File: config.mk
export PLATFORM = sky130hd
export DESIGN_NAME = gate_lamp_bank
export DESIGN_NICKNAME = d
export VERILOG_FILES = /design/src/rtl/wirelog_pkg.sv /design/src/rtl/lamp_toggle_cell.sv /design/src/rtl/gate_lamp_bank.sv
export SDC_FILE = /design/constraint.sdc
export NUM_CORES = 1
export LEC_CHECK = 0
export CAP_MARGIN = 10
export CORE_AREA = 2 2 39 41
export DETAILED_ROUTE_END_ITERATION = 16
export DIE_AREA = 0 0 41 43
export DONT_BUFFER_PORTS = 1
export SYNTH_ARGS = -nofsm -noshare
export SYNTH_HDL_FRONTEND = slang
export SYNTH_HIERARCHICAL = 1
export SYNTH_SLANG_ARGS = --single-unit
File: constraint.sdc
create_clock -name clk -period 1.16 [get_ports clk]
set_input_delay 0.116 -clock clk [delete_from_list [all_inputs] [get_ports clk]]
set_output_delay 0.116 -clock clk [all_outputs]
set_load 0.01 [all_outputs]
File: src/rtl/wirelog_pkg.sv
// Shared constants and helpers for the wire-logic lamp bank.
package wirelog_pkg;

  localparam int unsigned LAMP_COUNT_DEF  = 2;
  localparam int unsigned MAX_TOGGLES_DEF = 4;

  // Per-cell status terms reduced at the bank level.
  typedef struct packed {
    logic change;
    logic ovf_set;
  } cell_stat_t;

  // Width of a counter that must hold values 0..max_toggles.
  function automatic int unsigned cnt_width(input int unsigned max_toggles);
    return (max_toggles < 1) ? 1 : $clog2(max_toggles + 1);
  endfunction

endpackage

File: src/rtl/lamp_toggle_cell.sv
// One lamp: live toggle bit, frame snapshot bit, optional per-frame toggle limit.
// Toggle limiting is built only when GATE_LAMP_TOGGLE_LIMIT_EN is defined.
module lamp_toggle_cell
  import wirelog_pkg::*;
#(
  parameter logic        INIT_BIT    = 1'b0,
  parameter int unsigned MAX_TOGGLES = MAX_TOGGLES_DEF
) (
  input  logic       clk,
  input  logic       rst_n,
  input  logic       frame_end_i,
  input  logic       trig_i,
  output logic       live_o,
  output logic       snap_o,
  output cell_stat_t stat_c
);

  logic live_q, live_d;
  logic snap_q, snap_d;
  logic accept_c;
  logic ovf_set_c;

`ifdef GATE_LAMP_TOGGLE_LIMIT_EN
  localparam int unsigned CntW = cnt_width(MAX_TOGGLES);

  logic [CntW-1:0] cnt_q, cnt_d;
  logic            at_limit_c;

  // Trig at the limit is dropped; the frame_end cycle still counts against the closing frame.
  always_comb begin
    at_limit_c = (cnt_q == CntW'(MAX_TOGGLES));
    accept_c   = trig_i & ~at_limit_c;
    ovf_set_c  = trig_i & at_limit_c;
    cnt_d      = frame_end_i ? '0 : cnt_q + CntW'(accept_c);
  end

  always_ff @(posedge clk or negedge rst_n) begin
    if (!rst_n) cnt_q <= '0;
    else        cnt_q <= cnt_d;
  end
`else
  always_comb begin
    accept_c  = trig_i;
    ovf_set_c = 1'b0;
  end
`endif

  always_comb begin
    live_d         = live_q ^ accept_c;
    snap_d         = frame_end_i ? live_d : snap_q;
    stat_c.change  = snap_d ^ snap_q;
    stat_c.ovf_set = ovf_set_c;
  end

  always_ff @(posedge clk or negedge rst_n) begin
    if (!rst_n) begin
      live_q <= INIT_BIT;
      snap_q <= INIT_BIT;
    end else begin
      live_q <= live_d;
      snap_q <= snap_d;
    end
  end

  assign live_o = live_q;
  assign snap_o = snap_q;

endmodule

File: src/rtl/gate_lamp_bank.sv
// Bank of toggle lamps with a frame-stable snapshot, change pulse and sticky overflow.
// Optional per-frame toggle limit: define GATE_LAMP_TOGGLE_LIMIT_EN.
module gate_lamp_bank
  import wirelog_pkg::*;
#(
  parameter int unsigned           LAMP_COUNT  = LAMP_COUNT_DEF,
  parameter logic [LAMP_COUNT-1:0] INIT_STATE  = '0,
  parameter int unsigned           MAX_TOGGLES = MAX_TOGGLES_DEF
) (
  input  logic                  clk,
  input  logic                  logic_reset_n,
  input  logic                  frame_end,
  input  logic [LAMP_COUNT-1:0] trig,
  output logic [LAMP_COUNT-1:0] lamp,
  output logic [LAMP_COUNT-1:0] lamp_live,
  output logic                  eval,
  output logic                  overflow
);

  cell_stat_t stat_c [LAMP_COUNT];
  logic       change_c;
  logic       ovf_set_c;
  logic       eval_q, eval_d;
  logic       overflow_q, overflow_d;

  for (genvar g = 0; g < LAMP_COUNT; g++) begin : g_cell
    lamp_toggle_cell #(
      .INIT_BIT    (INIT_STATE[g]),
      .MAX_TOGGLES (MAX_TOGGLES)
    ) u_cell (
      .clk         (clk),
      .rst_n       (logic_reset_n),
      .frame_end_i (frame_end),
      .trig_i      (trig[g]),
      .live_o      (lamp_live[g]),
      .snap_o      (lamp[g]),
      .stat_c      (stat_c[g])
    );
  end

  // Reduce per-lamp terms; change is only nonzero on a frame_end cycle.
  always_comb begin
    change_c  = 1'b0;
    ovf_set_c = 1'b0;
    for (int unsigned i = 0; i < LAMP_COUNT; i++) begin
      change_c  = change_c  | stat_c[i].change;
      ovf_set_c = ovf_set_c | stat_c[i].ovf_set;
    end
    eval_d     = change_c;
    overflow_d = overflow_q | ovf_set_c;
  end

  always_ff @(posedge clk or negedge logic_reset_n) begin
    if (!logic_reset_n) begin
      eval_q     <= 1'b0;
      overflow_q <= 1'b0;
    end else begin
      eval_q     <= eval_d;
      overflow_q <= overflow_d;
    end
  end

  assign eval     = eval_q;
  assign overflow = overflow_q;

endmodule

---- Word-level counts from Yosys, hierarchy flattened ----
Cells that the tools add are included.
word-level totals
  bits in registers ....................... 5
  latch bits .............................. 0
  RAM bits ................................ 0
  bits in read-only memories .............. 0
  bits of input ports ..................... 5
  output and inout bits ................... 6
  logic and storage cells ................. 12
  memories kept ........................... 0
cells by class
  add/subtract/negate cells ............... 0
  multipliers ............................. 0
  divide/modulo/power cells ............... 0
  magnitude comparators ................... 0
  eq/ne operators ......................... 0
  shifts and indexed selects .............. 0
  multiplexer cells ....................... 2
  bitwise gates (word level) .............. 5
  reductions and logical operators ........ 0
operator list
  operator           count
  1-bit bitwise XOR  4
  1-bit two-way mux  2
  1-bit bitwise OR   1

---- Logic depth before layout (Yosys ltp) ----
  word-level depth ........................ 4
  gate-level depth with buffers ........... 3
  mapped depth without buffers ............ 3

---- Cells and area by module ----
The synthesis kept the hierarchy.
modules (own cells, without submodules)
  module            instances  cells an instance  area each (µm²)  seq. area each (µm²)
  lamp_toggle_cell  2          11                 110.1            50.0
  gate_lamp_bank    1          4                  62.6             50.0

---- Least setup slack after synthesis ----
Ideal clock, no wire load.
  path type ............................... reg2reg
  start ................................... reg g_cell[1].u_cell.live_q
  end ..................................... reg eval_q (netlist: eval)
  arrival time ............................ 970 ps
  setup slack ............................. 63 ps
  stages on the path, launching flop included .. 4
  buffers on the path ..................... 0
  path through ............................ dfrtp_1 -> xnor2_2 -> mux2i_1 -> or2_2
RTL lines
  item                    line                    text
  start, declared         lamp_toggle_cell.sv:18  logic live_q, live_d;
  start signal, assigned  lamp_toggle_cell.sv:60  live_q <= live_d;
  end signal, assigned    gate_lamp_bank.sv:58    eval_q <= eval_d;
  end, declared           gate_lamp_bank.sv:23    logic eval_q, eval_d;

==> impl_metrics.py <==
metrics = {
    "global_route": {
        "grt_first_pass_wirelength_um": 655,
        "grt_pass1_vias": 151,
        "overflow": 0,
        "grtUsageTotal": 0.0615,
        "grt_max_degree": 8,
        "antenna_found_initial": 0,
    },
    "synthesis": {
        "yosys_warnings": 6,
        "synthArstFlopShare": 1.00,
        "ys_top_cells_by_area": "dfrtp_1 53%, xnor2_2 12%, mux2i_1 7.1%",
        "syn-cell-area_sq_um": 283,
        "synth_top_area_share": 0.531,
        "synth_ff_type": "dfrtp_1",
        "synth.avg_cell_area_sq_um": 10.9,
        "synth_area_leader_cell": "dfrtp_1",
        "synth.most_common_cell": "dfrtp_1",
        "ys_seq_area_frac": 0.531,
        "ys_ff_latch": 6,
        "synth_fp_nets": 31,
        "synth_cells": 26,
        "synth-edff-count": 0,
        "synthDistinctLibCells": 12,
    },
    "run": {
        "drv_cap": 0,
    },
    "power": {
        "power_leakage_nw": 0.168,
        "power_density_mw_per_mm2": 2480,
        "ir_drop_v": 0.000529,
    },
    "cells_and_area": {
        "final_layout_size_suffix_gt1_frac": 0.281,
        "fin_nets": 39,
        "n_antenna_cell": 0,
        "fill_cells": 152,
        "syn_to_final_growth_pct": 24.8,
    },
    "clocking": {
        "cts_inserted_buffers": 3,
        "cts_sinks": 6,
        "clock-root-buffer": "clkbuf_4",
        "clock_latency_ns": 0.24,
        "cts.clk_slew.worst_paths_ns": 0.05,
        "clockBufferDepth": 2,
        "cts_tree": "built",
        "h-tree-depth": 1,
    },
    "sta": {
        "timing.final.ws_setup_ns": 0.0718,
        "slew_violations": 0,
        "min_period_ns": 1.09,
        "period_share": 0.938,
        "fin_skew_ns": 0.00391,
        "tns_ns": 0,
        "final-setup-viol-count": 0,
        "hold_violations": 0,
        "fmax_mhz": 919,
        "rsz0062_at_grt": "false",
    },
    "detailed_routing": {
        "ant_nets": 0,
        "drc": 0,
        "first_pass_iters": 4,
        "vias_per_cell": 3.56,
        "drt_iter0_drc": 2,
        "wl_per_cell_um": 8.96,
        "drt_wl_total_um": 430,
        "vias": 171,
    },
    "critical_path": {
        "r2r-start": "g_cell[1].u_cell/live_o",
        "r2r_setup_slack_ns": 0.07,
        "startpoint_type": "flop",
        "critical_path.cell_chain": "xnor2_2, mux2i_1, or2_2",
        "worstPathRequired_ns": 1.28,
        "cp_max_fo": 2,
        "cp-end-kind": "flop",
        "crit_arrival_ns": 1.21,
        "path_class": "reg2reg",
        "max_stage_delay_ns": 0.40,
        "r2r_end": "eval",
        "r2r_cells": 3,
        "slowest_stage": "dfrtp_1",
        "startpoint": "g_cell[1].u_cell/live_o",
    },
    "floorplan": {
        "core_sq_mm": 0.00138,
        "initial_utilization": 0.204,
        "die_y_um": 43,
        "die_area_sq_mm": 0.00176,
        "boundaryPins": 11,
        "placementRows": 14,
        "die_w_um": 41,
    },
    "place": {
        "gp_congestion": 0.629,
        "port_buffers": 0,
        "post-place-ws_ns": 0.0659,
        "hpwl_um": 326,
    },
    "min_path": {
        "hold_path_class": "in2reg",
        "min_path_cells": 2,
        "hold_end": "g_cell[0].u_cell/snap_o",
        "hold_path.startpoint": "frame_end",
    },
    "status": {
        "outcome": "completed",
    },
}
[area by class of cell]
class	count	area, sq um	share of cell area
sequential	6	150	0.426
multi-input combinational	16	110	0.312
inverter	2	7.51	0.0213
clock buffer	3	22.5	0.0638
timing repair buffer	5	42.5	0.121
tap	16	20.0	0.0567
[metrics by stage]
step	cells	utilization	power [W]	instance area (sq um)	hold WS, ns
floorplan	26	-	0.000579	283	-0.180
global placement	42	0.219	0.000654	303	-0.179
detailed placement	42	0.219	0.000658	303	-0.179
CTS	47	0.250	0.000868	345	0.0241
global route	48	0.255	0.000958	353	0.0272
finish	48	0.255	0.000875	353	0.0369
[worst max-delay path by stage]
stage,endpoint,slack [ns],cells after the start
finish,eval,0.07,3
CTS,eval,0.05,3
global route,eval,0.005,3
floorplan,eval,0.06,3
detailed placement,eval,0.07,3
global placement,eval,0.06,3
[kinds of logic after synthesis]
| family | synth area share |
|---|---|
| flops | 0.531 |
| mux | 0.0708 |
| simple gates | 0.142 |
| xor+xnor | 0.115 |
| other cells | 0.0266 |
| buf+inv | 0.0796 |
| compound gates | 0.0354 |
[timing repair]
action	CTS	global route
endpoints found under the setup margin	0	1
hold buffers	2	0
setup buffers	0	1
gates resized for setup	0	0
endpoints found under the hold margin	8	0
[where the power goes]
part / total (W) / leakage, nW / internal (W) / switching [W]
sequential: 0.000387 / 0.0663 / 0.000294 / 0.0000933
clock: 0.000189 / 0.0138 / 0.000117 / 0.0000724
combinational: 0.000299 / 0.0876 / 0.000187 / 0.000111
total: 0.000875 / 0.168 / 0.000598 / 0.000277
[cell usage in the layout (no fill, tap or decap)]
| master | instances |
|---|---|
| nand2_1 | 2 |
| dfrtp_1 | 6 |
| conb_1 | 2 |
| dlygate4sd3_1 | 2 |
| nand2b_1 | 2 |
| buf_4 | 3 |
| mux2i_1 | 2 |
| or2_2 | 1 |
| or3_1 | 1 |
| nor2_1 | 2 |
| a21oi_1 | 2 |
| xnor2_2 | 2 |
| inv_1 | 2 |
| clkbuf_4 | 3 |
[state kept, by name, summed over array words and instances (netlist names)]
name / count
eval: 1
overflow: 1
g_cell.u_cell/live_o: 2
g_cell.u_cell/snap_o: 2
[per-layer routing]
metal,vias up,routed length (um),track usage
li1,88,-,-
met1,77,178,0.0586
met2,6,216,0.0844
met3,0,36,0.0681
met4,0,0,0.0200
met5,-,0,0
[worst max-delay path, delay by kind of cell, from the launching register on]
| kind | cells | cell delay [ns] |
|---|---|---|
| flip-flops | 1 | 0.40 |
| AND/OR/NAND/NOR | 1 | 0.29 |
| XOR/XNOR | 1 | 0.20 |
| multiplexers | 1 | 0.09 |
(Power assumes the default switching activity.)
